==> src/rtl/dme_status_monitor_pkg.sv <==
// Shared definitions for the DME status monitor: FSM encoding, ID sentinel,
// default timing parameters and the reset-release qualifier.
package dme_pkg;

  localparam int DEB_CYCLES_DEF = 32;
  localparam int RST_DLY_DEF    = 1024;

  localparam logic [3:0] DME_ID_NONE = 4'hF;

  typedef enum logic [1:0] {
    ST_ABSENT   = 2'd0,
    ST_WAIT_PWR = 2'd1,
    ST_RST_HOLD = 2'd2,
    ST_RUN      = 2'd3
  } dme_state_e;

  // The DME may leave reset only while it is powered and the platform is out of reset.
  function automatic logic release_ok(input logic pwrgd, input logic pltrst_n);
    return pwrgd & pltrst_n;
  endfunction

endpackage

==> src/rtl/dme_status_monitor_if.sv <==
// Pin-level bundle between the platform/DME side and the status monitor.
interface dme_status_monitor_if;
  logic       RST_PLTRST_N;
  logic       DME_PWRGD;
  logic       DME_Absent;
  logic [3:0] DMEID;
  logic [5:0] DMEStatus;
  logic       StatusChgClr;
  logic       RST_DME_N;
  logic       DMEPresent;
  logic [3:0] DMEIDLatched;
  logic [5:0] DMEStatusReg;
  logic       DMEStatusChg;
  logic [1:0] DMEState;

  // Platform / DME / BMC side: drives the pins, observes the monitor outputs.
  modport master (
    output RST_PLTRST_N, DME_PWRGD, DME_Absent, DMEID, DMEStatus, StatusChgClr,
    input  RST_DME_N, DMEPresent, DMEIDLatched, DMEStatusReg, DMEStatusChg, DMEState
  );

  // Monitor side.
  modport slave (
    input  RST_PLTRST_N, DME_PWRGD, DME_Absent, DMEID, DMEStatus, StatusChgClr,
    output RST_DME_N, DMEPresent, DMEIDLatched, DMEStatusReg, DMEStatusChg, DMEState
  );
endinterface

==> src/rtl/dme_status_monitor_debounce.sv <==
// Two-flop synchroniser followed by a stability filter. The output takes a
// new value only after DEB_CYCLES consecutive identical synchronised samples;
// a vector input is filtered as a whole, so any bit change restarts the count.
module dme_debounce #(
  parameter int WIDTH      = 1,
  parameter int DEB_CYCLES = 32
) (
  input  logic             clk,
  input  logic             rst,
  input  logic [WIDTH-1:0] din,
  output logic [WIDTH-1:0] dout
);

  localparam int             CW       = $clog2(DEB_CYCLES + 1);
  localparam logic [CW-1:0]  CNT_MAX  = CW'(DEB_CYCLES);
  localparam logic [CW-1:0]  CNT_LAST = CW'(DEB_CYCLES - 1);
  localparam logic [CW-1:0]  CNT_ONE  = CW'(1);

  logic [WIDTH-1:0] meta;
  logic [WIDTH-1:0] sync;
  logic [WIDTH-1:0] last;
  logic [CW-1:0]    cnt;

  // Bring the asynchronous pins into the clock domain.
  always_ff @(posedge clk or posedge rst) begin
    if (rst) begin
      meta <= {WIDTH{1'b0}};
      sync <= {WIDTH{1'b0}};
    end else begin
      meta <= din;
      sync <= meta;
    end
  end

  // Count identical samples (saturating) and commit the value once stable.
  always_ff @(posedge clk or posedge rst) begin
    if (rst) begin
      last <= {WIDTH{1'b0}};
      cnt  <= {CW{1'b0}};
      dout <= {WIDTH{1'b0}};
    end else if (sync != last) begin
      last <= sync;
      cnt  <= CNT_ONE;
    end else begin
      if (cnt != CNT_MAX) begin
        cnt <= cnt + CNT_ONE;
      end else begin
        cnt <= cnt;
      end
      if (cnt >= CNT_LAST) begin
        dout <= sync;
      end else begin
        dout <= dout;
      end
    end
  end

endmodule

==> src/rtl/dme_status_monitor.sv <==
// DME-side reset sequencer: qualifies presence, power-good, platform reset
// and status pins, latches the board ID and releases RST_DME_N only after the
// DME has been present, powered and out of platform reset for RST_DLY cycles.
module dme_status_monitor
  import dme_pkg::*;
#(
  parameter int DEB_CYCLES = DEB_CYCLES_DEF,
  parameter int RST_DLY    = RST_DLY_DEF
) (
  input logic                 SysClk,
  input logic                 SysReset,
  dme_status_monitor_if.slave bus
);

  localparam int            DW       = $clog2(RST_DLY + 1);
  localparam logic [DW-1:0] DLY_INIT = DW'(RST_DLY - 1);
  localparam logic [DW-1:0] DLY_ONE  = DW'(1);
  localparam logic [DW-1:0] DLY_ZERO = DW'(0);

  logic       present_deb;
  logic       pwrgd_deb;
  logic [5:0] status_deb;
  logic [4:0] plt_id_meta;
  logic [4:0] plt_id_sync;
  logic       pltrst_sync;
  logic [3:0] id_sync;

  dme_state_e    state;
  logic          rst_dme_n;
  logic [3:0]    id_latched;
  logic [DW-1:0] dly_cnt;
  logic [5:0]    status_reg;
  logic          status_chg;

  dme_debounce #(.WIDTH(1), .DEB_CYCLES(DEB_CYCLES)) u_deb_present (
    .clk(SysClk), .rst(SysReset), .din(~bus.DME_Absent), .dout(present_deb)
  );

  dme_debounce #(.WIDTH(1), .DEB_CYCLES(DEB_CYCLES)) u_deb_pwrgd (
    .clk(SysClk), .rst(SysReset), .din(bus.DME_PWRGD), .dout(pwrgd_deb)
  );

  dme_debounce #(.WIDTH(6), .DEB_CYCLES(DEB_CYCLES)) u_deb_status (
    .clk(SysClk), .rst(SysReset), .din(bus.DMEStatus), .dout(status_deb)
  );

  // Platform reset and ID straps are synchronised but not filtered.
  always_ff @(posedge SysClk or posedge SysReset) begin
    if (SysReset) begin
      plt_id_meta <= 5'd0;
      plt_id_sync <= 5'd0;
    end else begin
      plt_id_meta <= {bus.RST_PLTRST_N, bus.DMEID};
      plt_id_sync <= plt_id_meta;
    end
  end

  assign pltrst_sync = plt_id_sync[4];
  assign id_sync     = plt_id_sync[3:0];

  // Sequencing FSM with registered reset output, ID latch, delay counter and status tracking.
  always_ff @(posedge SysClk or posedge SysReset) begin
    if (SysReset) begin
      state      <= ST_ABSENT;
      rst_dme_n  <= 1'b0;
      id_latched <= DME_ID_NONE;
      dly_cnt    <= DLY_ZERO;
      status_reg <= 6'd0;
      status_chg <= 1'b0;
    end else begin
      // Release follows RUN entry by one cycle; re-assertion follows RUN exit by one cycle.
      rst_dme_n <= (state == ST_RUN);

      // A change seen while running both updates the register and raises the
      // sticky flag; a clear arriving in the same cycle loses.
      if ((state == ST_RUN) && (status_deb != status_reg)) begin
        status_chg <= 1'b1;
        status_reg <= status_deb;
      end else if (bus.StatusChgClr) begin
        status_chg <= 1'b0;
      end else begin
        status_chg <= status_chg;
      end

      if (!present_deb) begin
        state      <= ST_ABSENT;
        id_latched <= DME_ID_NONE;
      end else begin
        case (state)
          ST_ABSENT: begin
            state <= ST_WAIT_PWR;
          end
          ST_WAIT_PWR: begin
            if (release_ok(pwrgd_deb, pltrst_sync)) begin
              state      <= ST_RST_HOLD;
              id_latched <= id_sync;
              dly_cnt    <= DLY_INIT;
            end else begin
              state <= ST_WAIT_PWR;
            end
          end
          ST_RST_HOLD: begin
            if (!release_ok(pwrgd_deb, pltrst_sync)) begin
              state <= ST_WAIT_PWR;
            end else if (dly_cnt == DLY_ZERO) begin
              // Entry snapshot of the status is not treated as a change.
              state      <= ST_RUN;
              status_reg <= status_deb;
            end else begin
              dly_cnt <= dly_cnt - DLY_ONE;
            end
          end
          ST_RUN: begin
            if (!release_ok(pwrgd_deb, pltrst_sync)) begin
              state <= ST_WAIT_PWR;
            end else begin
              state <= ST_RUN;
            end
          end
          default: begin
            state <= ST_ABSENT;
          end
        endcase
      end
    end
  end

  assign bus.RST_DME_N    = rst_dme_n;
  assign bus.DMEPresent   = present_deb;
  assign bus.DMEIDLatched = id_latched;
  assign bus.DMEStatusReg = status_reg;
  assign bus.DMEStatusChg = status_chg;
  assign bus.DMEState     = state;

endmodule

==> src/flat_wrapper.sv <==
// flat-port wrapper written by rule: the top's interface ports become plain ports
module dme_status_monitor_flat import dme_pkg::*;
#(
  parameter int DEB_CYCLES = DEB_CYCLES_DEF,
  parameter int RST_DLY    = RST_DLY_DEF
)
  (SysClk, SysReset, bus_RST_PLTRST_N, bus_DME_PWRGD, bus_DME_Absent, bus_DMEID, bus_DMEStatus, bus_StatusChgClr, bus_RST_DME_N, bus_DMEPresent, bus_DMEIDLatched, bus_DMEStatusReg, bus_DMEStatusChg, bus_DMEState);
  dme_status_monitor_if bus_i ();
  input logic SysClk;
  input logic SysReset;
  input wire logic [$bits(bus_i.RST_PLTRST_N)-1:0] bus_RST_PLTRST_N;
  input wire logic [$bits(bus_i.DME_PWRGD)-1:0] bus_DME_PWRGD;
  input wire logic [$bits(bus_i.DME_Absent)-1:0] bus_DME_Absent;
  input wire logic [$bits(bus_i.DMEID)-1:0] bus_DMEID;
  input wire logic [$bits(bus_i.DMEStatus)-1:0] bus_DMEStatus;
  input wire logic [$bits(bus_i.StatusChgClr)-1:0] bus_StatusChgClr;
  output wire logic [$bits(bus_i.RST_DME_N)-1:0] bus_RST_DME_N;
  output wire logic [$bits(bus_i.DMEPresent)-1:0] bus_DMEPresent;
  output wire logic [$bits(bus_i.DMEIDLatched)-1:0] bus_DMEIDLatched;
  output wire logic [$bits(bus_i.DMEStatusReg)-1:0] bus_DMEStatusReg;
  output wire logic [$bits(bus_i.DMEStatusChg)-1:0] bus_DMEStatusChg;
  output wire logic [$bits(bus_i.DMEState)-1:0] bus_DMEState;
  assign bus_i.RST_PLTRST_N = bus_RST_PLTRST_N;
  assign bus_i.DME_PWRGD = bus_DME_PWRGD;
  assign bus_i.DME_Absent = bus_DME_Absent;
  assign bus_i.DMEID = bus_DMEID;
  assign bus_i.DMEStatus = bus_DMEStatus;
  assign bus_i.StatusChgClr = bus_StatusChgClr;
  assign bus_RST_DME_N = bus_i.RST_DME_N;
  assign bus_DMEPresent = bus_i.DMEPresent;
  assign bus_DMEIDLatched = bus_i.DMEIDLatched;
  assign bus_DMEStatusReg = bus_i.DMEStatusReg;
  assign bus_DMEStatusChg = bus_i.DMEStatusChg;
  assign bus_DMEState = bus_i.DMEState;
  dme_status_monitor #(.DEB_CYCLES(DEB_CYCLES), .RST_DLY(RST_DLY)) u_core (.SysClk(SysClk), .SysReset(SysReset), .bus(bus_i));
endmodule
==> config.mk <==
export PLATFORM = sky130hd
export DESIGN_NAME = dme_status_monitor_flat
export DESIGN_NICKNAME = d
export VERILOG_FILES = /design/src/rtl/dme_status_monitor_pkg.sv /design/src/rtl/dme_status_monitor_if.sv /design/src/rtl/dme_status_monitor_debounce.sv /design/src/rtl/dme_status_monitor.sv /design/src/flat_wrapper.sv
export SDC_FILE = /design/constraint.sdc
export NUM_CORES = 1
export LEC_CHECK = 0
export CAP_MARGIN = 5
export CORE_ASPECT_RATIO = 1.1
export CORE_MARGIN = 3
export CORE_UTILIZATION = 25
export DETAILED_ROUTE_END_ITERATION = 10
export HOLD_SLACK_MARGIN = 0.15
export PLACE_DENSITY_LB_ADDON = 0.2
export SLEW_MARGIN = 10
export SYNTH_ARGS = -nofsm -noshare
export SYNTH_HDL_FRONTEND = slang
export SYNTH_HIERARCHICAL = 1
export SYNTH_SLANG_ARGS = --single-unit
==> constraint.sdc <==
create_clock -name SysClk -period 1.93 [get_ports SysClk]
set_input_delay 0.193 -clock SysClk [delete_from_list [all_inputs] [get_ports SysClk]]
set_output_delay 0.193 -clock SysClk [all_outputs]
set_load 0.05 [all_outputs]
==> metrics.txt, run 1 <==
Critical Path Sink bus_DMEIDLatched[2]; Yosys cell types 46; routability cong. 0.7462; worst slew pin tran 528.6 ps; Final period util 96.36%; GR Overflow Total 0; first-pass GRT wire length 12,410 um; startpoint types register; Max-Cap Viols 0; top cell family by delay on the critical path buffers and inverters; Root Driver clkbuf_16; Slew HR 64.63%; #FFs+latches synth 85; Die ar. 15,910 um^2; Arrival @ worst endpoint 1670 ps; Critical Path Stages 1; H-tree levels 3; chip width 120.6 um; initial antenna violation count 0; buffers added on ports 30; hold_ws 253.6 ps; Synth Area in Simple Gates 15.08%; Sink Count 85; post-route ant nets 0; total negative slack 0 ps; core area 13,960 um^2; CTS tree done; top cells by area, synth dfrtp_1 (56%), o211ai_1 (3.3%), xor2_1 (3.2%), nor2_1 (3.1%), dfstp_2 (2.9%); 1st-iter DRT viols 137; WS Path Type register to output port; Synth Flop Type dfrtp_1; DR WL/cell 13.30 um; XOR/XNOR Fraction of Synth Area 6.969%; nets@finish 364; worst skew pair latency 340 ps; Final setup viols 0; largest net degree at the start of global routing 36; fmax 537.7 MHz; post-synthesis compound-gate area fraction 9.778%; dpl hpwl 5029 um; P_leak 1.813 nW; Ys Warns 6; Pins Over Slew Limit 0; Fin. Hold Viols 0; Clock Pin Slew Worst Setup and Hold Paths 60 ps; Post-Syn Nets 329; Avg Inst Size Synth 11.79 um^2; top-count cell post-synth dfrtp_1; Final WS setup 70.17 ps; FF-to-FF Start u_core/dly_cnt[0]; I/O Pins 31; adder-cell share of the synthesized area 2.427%; vias in the first global route 2,429; CP Max Fanout 2; row count 45; fillers 1,410; Antenna Cells 0; share of cells above drive strength 1 12.14%; CTS resizes 0; Pre-Repair DR Iteration Count 4; R2R cell count 6; sequential share of the synthesized area 59.08%; total CTS buffers 9; area occupied by multi-input gates 1374 um^2; RR Endpoint u_core/dly_cnt[3]; peak supply drop 0.0004986 V; Final Util 31.94%; Setup crit end kind output port; vias per cell 4.390; crit path time final 1860 ps; crit-path max cell delay 790 ps; cell chain of the critical path clkdlybuf4s50_1; via count 2,344; CP Launch Point u_core/bus.DMEIDLatched[2]; run status completed; largest family of logic cells by synthesized area simple AND/OR/NAND/NOR gates; all-layer global routing usage 9.782%; Post-Synthesis Cells 306; clock skew 10.86 ps; Mapped Area 3608 um^2; cell taking the most area after synthesis dfrtp_1; pre-CTS setup slack 168.2 ps; Hold Crit Class primary input to asynchronous set/reset pin; Power Density 983.2 nW/um^2; Post-synth EDFFs 0; R2R Setup Slk 150 ps; register area 2132 um^2; setup repair after global routing missed its margin false; Bufs on Longest Clock Path 2; slowest CP cell clkdlybuf4s50_1; Async S/R FF share, synth 100.0%; mux share of post-synthesis cell area 3.814%; crit path buf inv count 1; Die Ht 132.0 um; most frequent cells after synthesis dfrtp_1 (81), nor2_1 (30), nand3_1 (17); post-synth top area share 56.17%; Starting Density 25.84%; Routed WL 7100 um; required time of the critical path 1740 ps; P&R area growth vs syn 23.58%; DRC violations left 0
==> through the flow <==
stage | power (mW) | cells | cell area (um^2)
after floorplan | 2.400 | 306 | 3608
after global placement | 2.569 | 517 | 4133
after detailed placement | 2.577 | 517 | 4133
after CTS | 4.466 | 533 | 4452
after global routing | 4.627 | 534 | 4459
final | 4.384 | 534 | 4459
==> layer usage <==
| metal | wire length, um | global-route usage [%] | vias to the layer above | share of wire, % |
|---|---|---|---|---|
| met3 | 262 | 3.391 | 9 | 3.7 |
| met2 | 3398 | 15.13 | 35 | 48 |
| li1 | - | - | 1152 | - |
| met4 | 131 | 3.967 | 0 | 1.8 |
| met5 | 0 | 0 | - | 0 |
| met1 | 3308 | 12.51 | 1148 | 47 |
==> cell families after synthesis <==
family | count (synthesis)
adder cells (fa/ha/maj) | 7
multiplexers | 13
buffers and inverters | 27
XOR/XNOR | 27
AO/OA/AOI/OAI | 48
AND/OR/NAND/NOR | 99
flip-flops | 85
==> state kept, by name, summed over array words and instances (netlist names), 2 cells and up <==
| register | cells |
|---|---|
| u_core/u_deb_present/cnt | 6 |
| u_core/u_deb_status/last | 6 |
| u_core/u_deb_status/sync | 6 |
| u_core/dly_cnt | 11 |
| u_core/u_deb_status/cnt | 6 |
| u_core/bus.DMEIDLatched | 4 |
| u_core/bus.DMEState | 2 |
| u_core/bus.DMEStatusReg | 6 |
| u_core/plt_id_sync | 5 |
| u_core/u_deb_status/dout | 6 |
| u_core/plt_id_meta | 5 |
| u_core/u_deb_pwrgd/cnt | 6 |
| u_core/u_deb_status/meta | 6 |
==> cell usage in the layout (no fill, tap or decap), types with 2 or more instances in the layout <==
cell type	synthesis	final
dfrtp_1	81	81
nor2_1	30	30
clkdlybuf4s50_1	0	29
nand3_1	17	17
o211ai_1	16	16
inv_1	15	15
nand2_1	13	13
xor2_1	13	13
xnor2_1	12	12
o21ai_0	11	11
clkbuf_16	0	9
buf_4	0	7
mux2i_1	7	7
ha_1	7	7
mux2_2	6	6
or3_1	4	4
or4_1	4	4
o31ai_1	4	4
nor3_1	4	4
o22a_1	4	4
dfstp_2	4	4
clkbuf_1	11	3
nor2b_1	3	3
and4_1	3	3
nand4_1	3	3
bufinv_16	0	2
nand2b_1	2	2
and3_1	2	2
nor4_2	2	2
and2_1	2	2
xor2_2	2	2
nand4bb_1	2	2
nand3_2	2	2
a21oi_2	2	2
a41oi_1	2	2
o41ai_1	2	2
==> area by class of cell <==
| cell class | count | share of cell area (%) |
|---|---|---|
| Sequential cell | 85 | 47.81 |
| Multi-Input combinational cell | 194 | 30.81 |
| Timing Repair Buffer | 36 | 7.688 |
| Clock buffer | 13 | 5.612 |
| Tap cell | 188 | 5.275 |
| Clock inverter | 3 | 1.543 |
| Inverter | 15 | 1.263 |
==> worst min-delay path by stage <==
stage                                          from                     endpoint  slack, ps  depth (start not counted)
after global placement      u_core/u_deb_pwrgd/meta      u_core/u_deb_pwrgd/sync        330                          0
after global routing               bus_DMEStatus[1]  u_core/u_deb_status/meta[1]        270                          1
after detailed placement  u_core/u_deb_present/meta    u_core/u_deb_present/sync        330                          0
final                                      SysReset  u_core/u_deb_present/cnt[4]        250                          2
after floorplan                            SysReset  u_core/u_deb_present/cnt[0]         30                          1
after CTS                                  SysReset      u_core/u_deb_pwrgd/meta        260                          2
==> timing repair <==
item / in CTS / in global routing
setup endpoints to repair: 0 / 7
hold buffers: 0 / 0
setup buffers: 0 / 1
==> power breakdown <==
group | internal [mW] | switching [mW]
Combinational | 0.196 | 0.291
Sequential | 1.93 | 0.122
Clock | 1.17 | 0.676
Total | 3.30 | 1.09
Note: power is estimated with default switching activity, not from simulation.
==> run 2: changes to the inputs <==
clock period = 2.4 ns   (was 1.93 ns; I/O delays follow)
==> run 2 against run 1 <==
Total power is 17% lower; clock skew is 6.8 ps lower; final cell count is 0.75% lower; flip-flop and latch count stayed put; sequential share of layout area about the same; utilization hardly changed; global-route usage fell by 0.47 points; critical path type unchanged; highest routed layer unchanged.
==> metrics.txt, run 2 (synthesis gave the netlist of run 1 again) <==
run status completed; Power Density 813.6 nW/um^2; max reg flops 11; worst slew pin tran 692.3 ps; buffers added on ports 30; R2R cell count 6; DR WL/cell 12.90 um; most flop-heavy register u_core/dly_cnt; all-layer global routing usage 9.310%; Pre-Repair DR Iteration Count 6; Die ar. 15,910 um^2; Final setup viols 0; most common cell after layout, fill and taps aside dfrtp_1; Final WS setup 477.3 ps; I/O Pins 31; peak supply drop 0.0004702 V; R2R Setup Slk 630 ps; Hold Crit Class primary input to asynchronous set/reset pin; total CTS buffers 9; cell chain of the critical path clkdlybuf4s50_1; Sink Count 85; Antenna Cells 0; row count 45; vias per cell 4.479; Final Util 31.93%; dpl hpwl 4868 um; Starting Density 25.84%; share of cells above drive strength 1 11.70%; FF-to-FF Start u_core/dly_cnt[0]; 1st-iter DRT viols 120; H-tree levels 3; Setup crit end kind output port; Clock Pin Slew Worst Setup and Hold Paths 60 ps; setup repair after global routing missed its margin false; required time of the critical path 2160 ps; crit path time final 1923 ps; largest net degree at the start of global routing 36; GR Overflow Total 0; Post-Layout Cell Count 530; chip width 120.6 um; post-route ant nets 0; via count 2,374; vias in the first global route 2,477; initial antenna violation count 0; CTS resizes 0; P&R area growth vs syn 23.54%; top cell family by delay on the critical path buffers and inverters; P_leak 1.804 nW; crit-path max cell delay 810 ps; Slew HR 53.36%; # hold bufs at CTS 0; WS Path Type register to output port; Root Driver clkbuf_16; clock skew 4.075 ps; startpoint types register; DP Cell Count 514; RR Endpoint u_core/dly_cnt[4]; CTS tree done; nets@finish 360; first-pass GRT wire length 11,960 um; Max-Cap Viols 0; DRC violations left 0; Bufs on Longest Clock Path 2; fmax 520.1 MHz; core area 13,960 um^2; routability cong. 0.7978; worst skew pair latency 330 ps; total negative slack 0 ps; Setup Buffers After CTS 0; crit path buf inv count 1; Arrival @ worst endpoint 1680 ps; Pins Over Slew Limit 0; Die Ht 132.0 um; slowest CP cell clkdlybuf4s50_1; most frequent cells in the layout dfrtp_1 (81), clkdlybuf4s50_1 (30), nor2_1 (30); CP Max Fanout 2; Routed WL 6836 um; pre-CTS setup slack 641.9 ps; Fin. Hold Viols 0; Final period util 80.11%
==> run 2: where the power goes <==
part	switching [mW]	leakage (nW)	internal [mW]
registers	0.0978	1.01	1.55
clock network	0.567	0.166	1.02
logic	0.234	0.624	0.158
total	0.898	1.80	2.73
==> run 2: final cells by class <==
class	count	area, um^2
fillers	1445	9505
flip-flops and latches	85	2132
clock inverters	7	120.1
clock buffers	9	225.2
repair buffers	32	315.3
well taps	188	235.2
multi-input cells	194	1374
inverters	15	56.30
==> run 2: worst max path at each step <==
stage                                    start             endpoint  cells after the start
CTS                 u_core/bus.DMEIDLatched[3]  bus_DMEIDLatched[3]                      1
floorplan               u_core/bus.DMEState[1]    u_core/dly_cnt[7]                      4
detailed placement           u_core/dly_cnt[0]    u_core/dly_cnt[4]                      6
finish              u_core/bus.DMEIDLatched[3]  bus_DMEIDLatched[3]                      1
global placement             u_core/dly_cnt[6]    u_core/dly_cnt[6]                      4
global route        u_core/bus.DMEIDLatched[3]  bus_DMEIDLatched[3]                      1
==> run 2: routing by layer <==
layer / up-vias / track usage [%] / share of wire (%)
met3: 10 / 3.090 / 4.0
li1: 1141 / - / -
met5: - / 0 / 0
met2: 54 / 14.51 / 47
met4: 0 / 3.778 / 2.0
met1: 1169 / 11.90 / 47
==> run 2: stage by stage <==
step | total power [mW] | hold slack (ps) | instance area (um^2)
2_1_floorplan | 1.930 | 80.18 | 3608
3_3_place_gp | 2.064 | 333.3 | 4113
3_5_place_dp | 2.072 | 334.7 | 4113
4_1_cts | 3.685 | 310.9 | 4458
5_1_grt | 3.793 | 331.4 | 4458
6_report | 3.627 | 293.0 | 4458
==> run 3: changes to the inputs <==
clock period = 1.7 ns   (was 2.4 ns; I/O delays follow)
==> run 3 against run 2 <==
Hold slack worse by 31 ps; clock skew is 2.7 ps higher; routed wire length is 5.8% higher; via count is 2.8% higher; final cell count is 3.2% higher; utilization is 0.61 points higher; combinational power is 52% higher; total power is 35% higher; critical path type is now register to register; critical endpoint is now u_core/dly_cnt[9].
==> metrics.txt, run 3 (synthesis gave the netlist of run 1 again) <==
CP Max Fanout 5; Reg power frac 47.3%; row count 45; buffers added on ports 30; nets@finish 377; GR Overflow Total 0; crit path time final 1645 ps; Routed WL 7235 um; via count 2,440; Pins Over Slew Limit 0; all-layer global routing usage 9.962%; core area 13,960 um^2; internal power 3.613 mW; vias in the first global route 2,433; initial antenna violation count 0; setup repair after global routing missed its margin true; total CTS buffers 9; I/O Pins 31; Root Driver clkbuf_16; startpoint types register; crit-path max cell delay 560 ps; worst slew pin tran 586.1 ps; dpl hpwl 5117 um; Post-Layout Cell Count 547; vias per cell 4.461; DP Cell Count 530; Hold Crit Class primary input to register; cell chain of the critical path or4_4 -> or4_1 -> nand3_1; Setup Buffers After CTS 0; required time of the critical path 1980 ps; Clock power frac 40.5%; run status completed; share of cells above drive strength 1 21.73%; max reg flops 11; first-pass GRT wire length 12,360 um; Power Total 4.901 mW; peak supply drop 0.0003572 V; Slew HR 60.78%; Sink Count 85; sw frac 26.28%; Die ar. 15,910 um^2; Antenna Cells 0; most flop-heavy register u_core/dly_cnt; Bufs on Longest Clock Path 2; clock skew 6.807 ps; 1st-iter DRT viols 79; Final setup viols 0; Starting Density 25.84%; pre-CTS setup slack -21.37 ps; Final period util 96.77%; slowest CP cell or4_4; combinational power share 12.1%; P_leak 1.895 nW; Die Ht 132.0 um; P_sw 1.288 mW; WS Path Type register to register; CTS tree done; chip width 120.6 um; Clock Pin Slew Worst Setup and Hold Paths 60 ps; fmax 607.8 MHz; Power Density 1079 nW/um^2; Fin. Hold Viols 0; Max-Cap Viols 0; Final WS setup 54.86 ps; largest net degree at the start of global routing 31; most common cell after layout, fill and taps aside dfrtp_1; Setup crit end kind register; worst skew pair latency 340 ps; DRC violations left 0; most frequent cells in the layout dfrtp_1 (79), buf_4 (32), nor2_1 (30); DR WL/cell 13.23 um; routability cong. 0.7473; post-route ant nets 0; Pre-Repair DR Iteration Count 4; hold_ws 262.3 ps; P&R area growth vs syn 25.90%; total negative slack 0 ps; Arrival @ worst endpoint 1920 ps; H-tree levels 3
run 3: changes by cell type in the layout (fill, tap and decap cells not counted), moves of 2 or more:
cell / change
buf_4: +30
clkdlybuf4s50_1: -14
and4_1: -2
bufinv_16: -2
dfrtp_1: -2
dfrtp_2: +2
run 3: worst paths after layout:
kind                       cells past startpoint                   startpoint                           to  slack, ps
min                                            1                bus_DME_PWRGD      u_core/u_deb_pwrgd/meta        260
min reg2reg                                    0  u_core/u_deb_status/meta[1]  u_core/u_deb_status/sync[1]        340
min in group asynchronous                      3                     SysReset      u_core/bus.DMEStatusChg        640
max                                            3            u_core/dly_cnt[6]            u_core/dly_cnt[9]         50
max in group asynchronous                      4                     SysReset       u_core/bus.DMEState[1]        520
max reg2reg                                    3            u_core/dly_cnt[6]            u_core/dly_cnt[9]         50
run 3: repair_timing:
item	4_1_cts	5_1_grt
endpoints found under the setup margin	2	12
resized for setup	2	7
endpoints found under the hold margin	2	0
hold buffers	1	0
run 3: cell type report:
type,count,area [um^2]
clock buffers,11,242.7
clock inverters,5,58.81
fillers,1452,9420
inverters,15,56.30
multi-input cells,194,1405
flip-flops and latches,85,2135
well taps,188,235.2
repair buffers,49,410.4
run 3: per-layer routing:
metal | up-vias | routed length, um | track usage [%] | share of wire [%]
met4 | 0 | 163 | 4.723 | 2.3
li1 | 1170 | - | - | -
met2 | 34 | 3398 | 15.00 | 47
met5 | - | 0 | 0 | 0
met3 | 8 | 248 | 2.876 | 3.4
met1 | 1228 | 3424 | 13.16 | 47
run 3: worst max-delay path: cells and delay by family (launching register included):
kind	cells	cell delay (ps)
and+or+nand+nor	3	1150
DFF	1	430
run 3: through the flow:
step | utilization (%) | area (um^2)
detailed placement | 30.08 | 4200
CTS | 32.33 | 4514
floorplan | - | 3611
global placement | 30.08 | 4200
finish | 32.54 | 4543
global route | 32.54 | 4543
run 3: power by group through the flow:
stage | combinational, mW | sequential [mW] | clock (mW)
6_report | 0.594 | 2.32 | 1.99
4_1_cts | 0.601 | 2.32 | 2.08
5_1_grt | 0.659 | 2.34 | 2.16
3_3_place_gp | 0.587 | 2.35 | 0
3_5_place_dp | 0.596 | 2.35 | 0
2_1_floorplan | 0.269 | 2.46 | 0
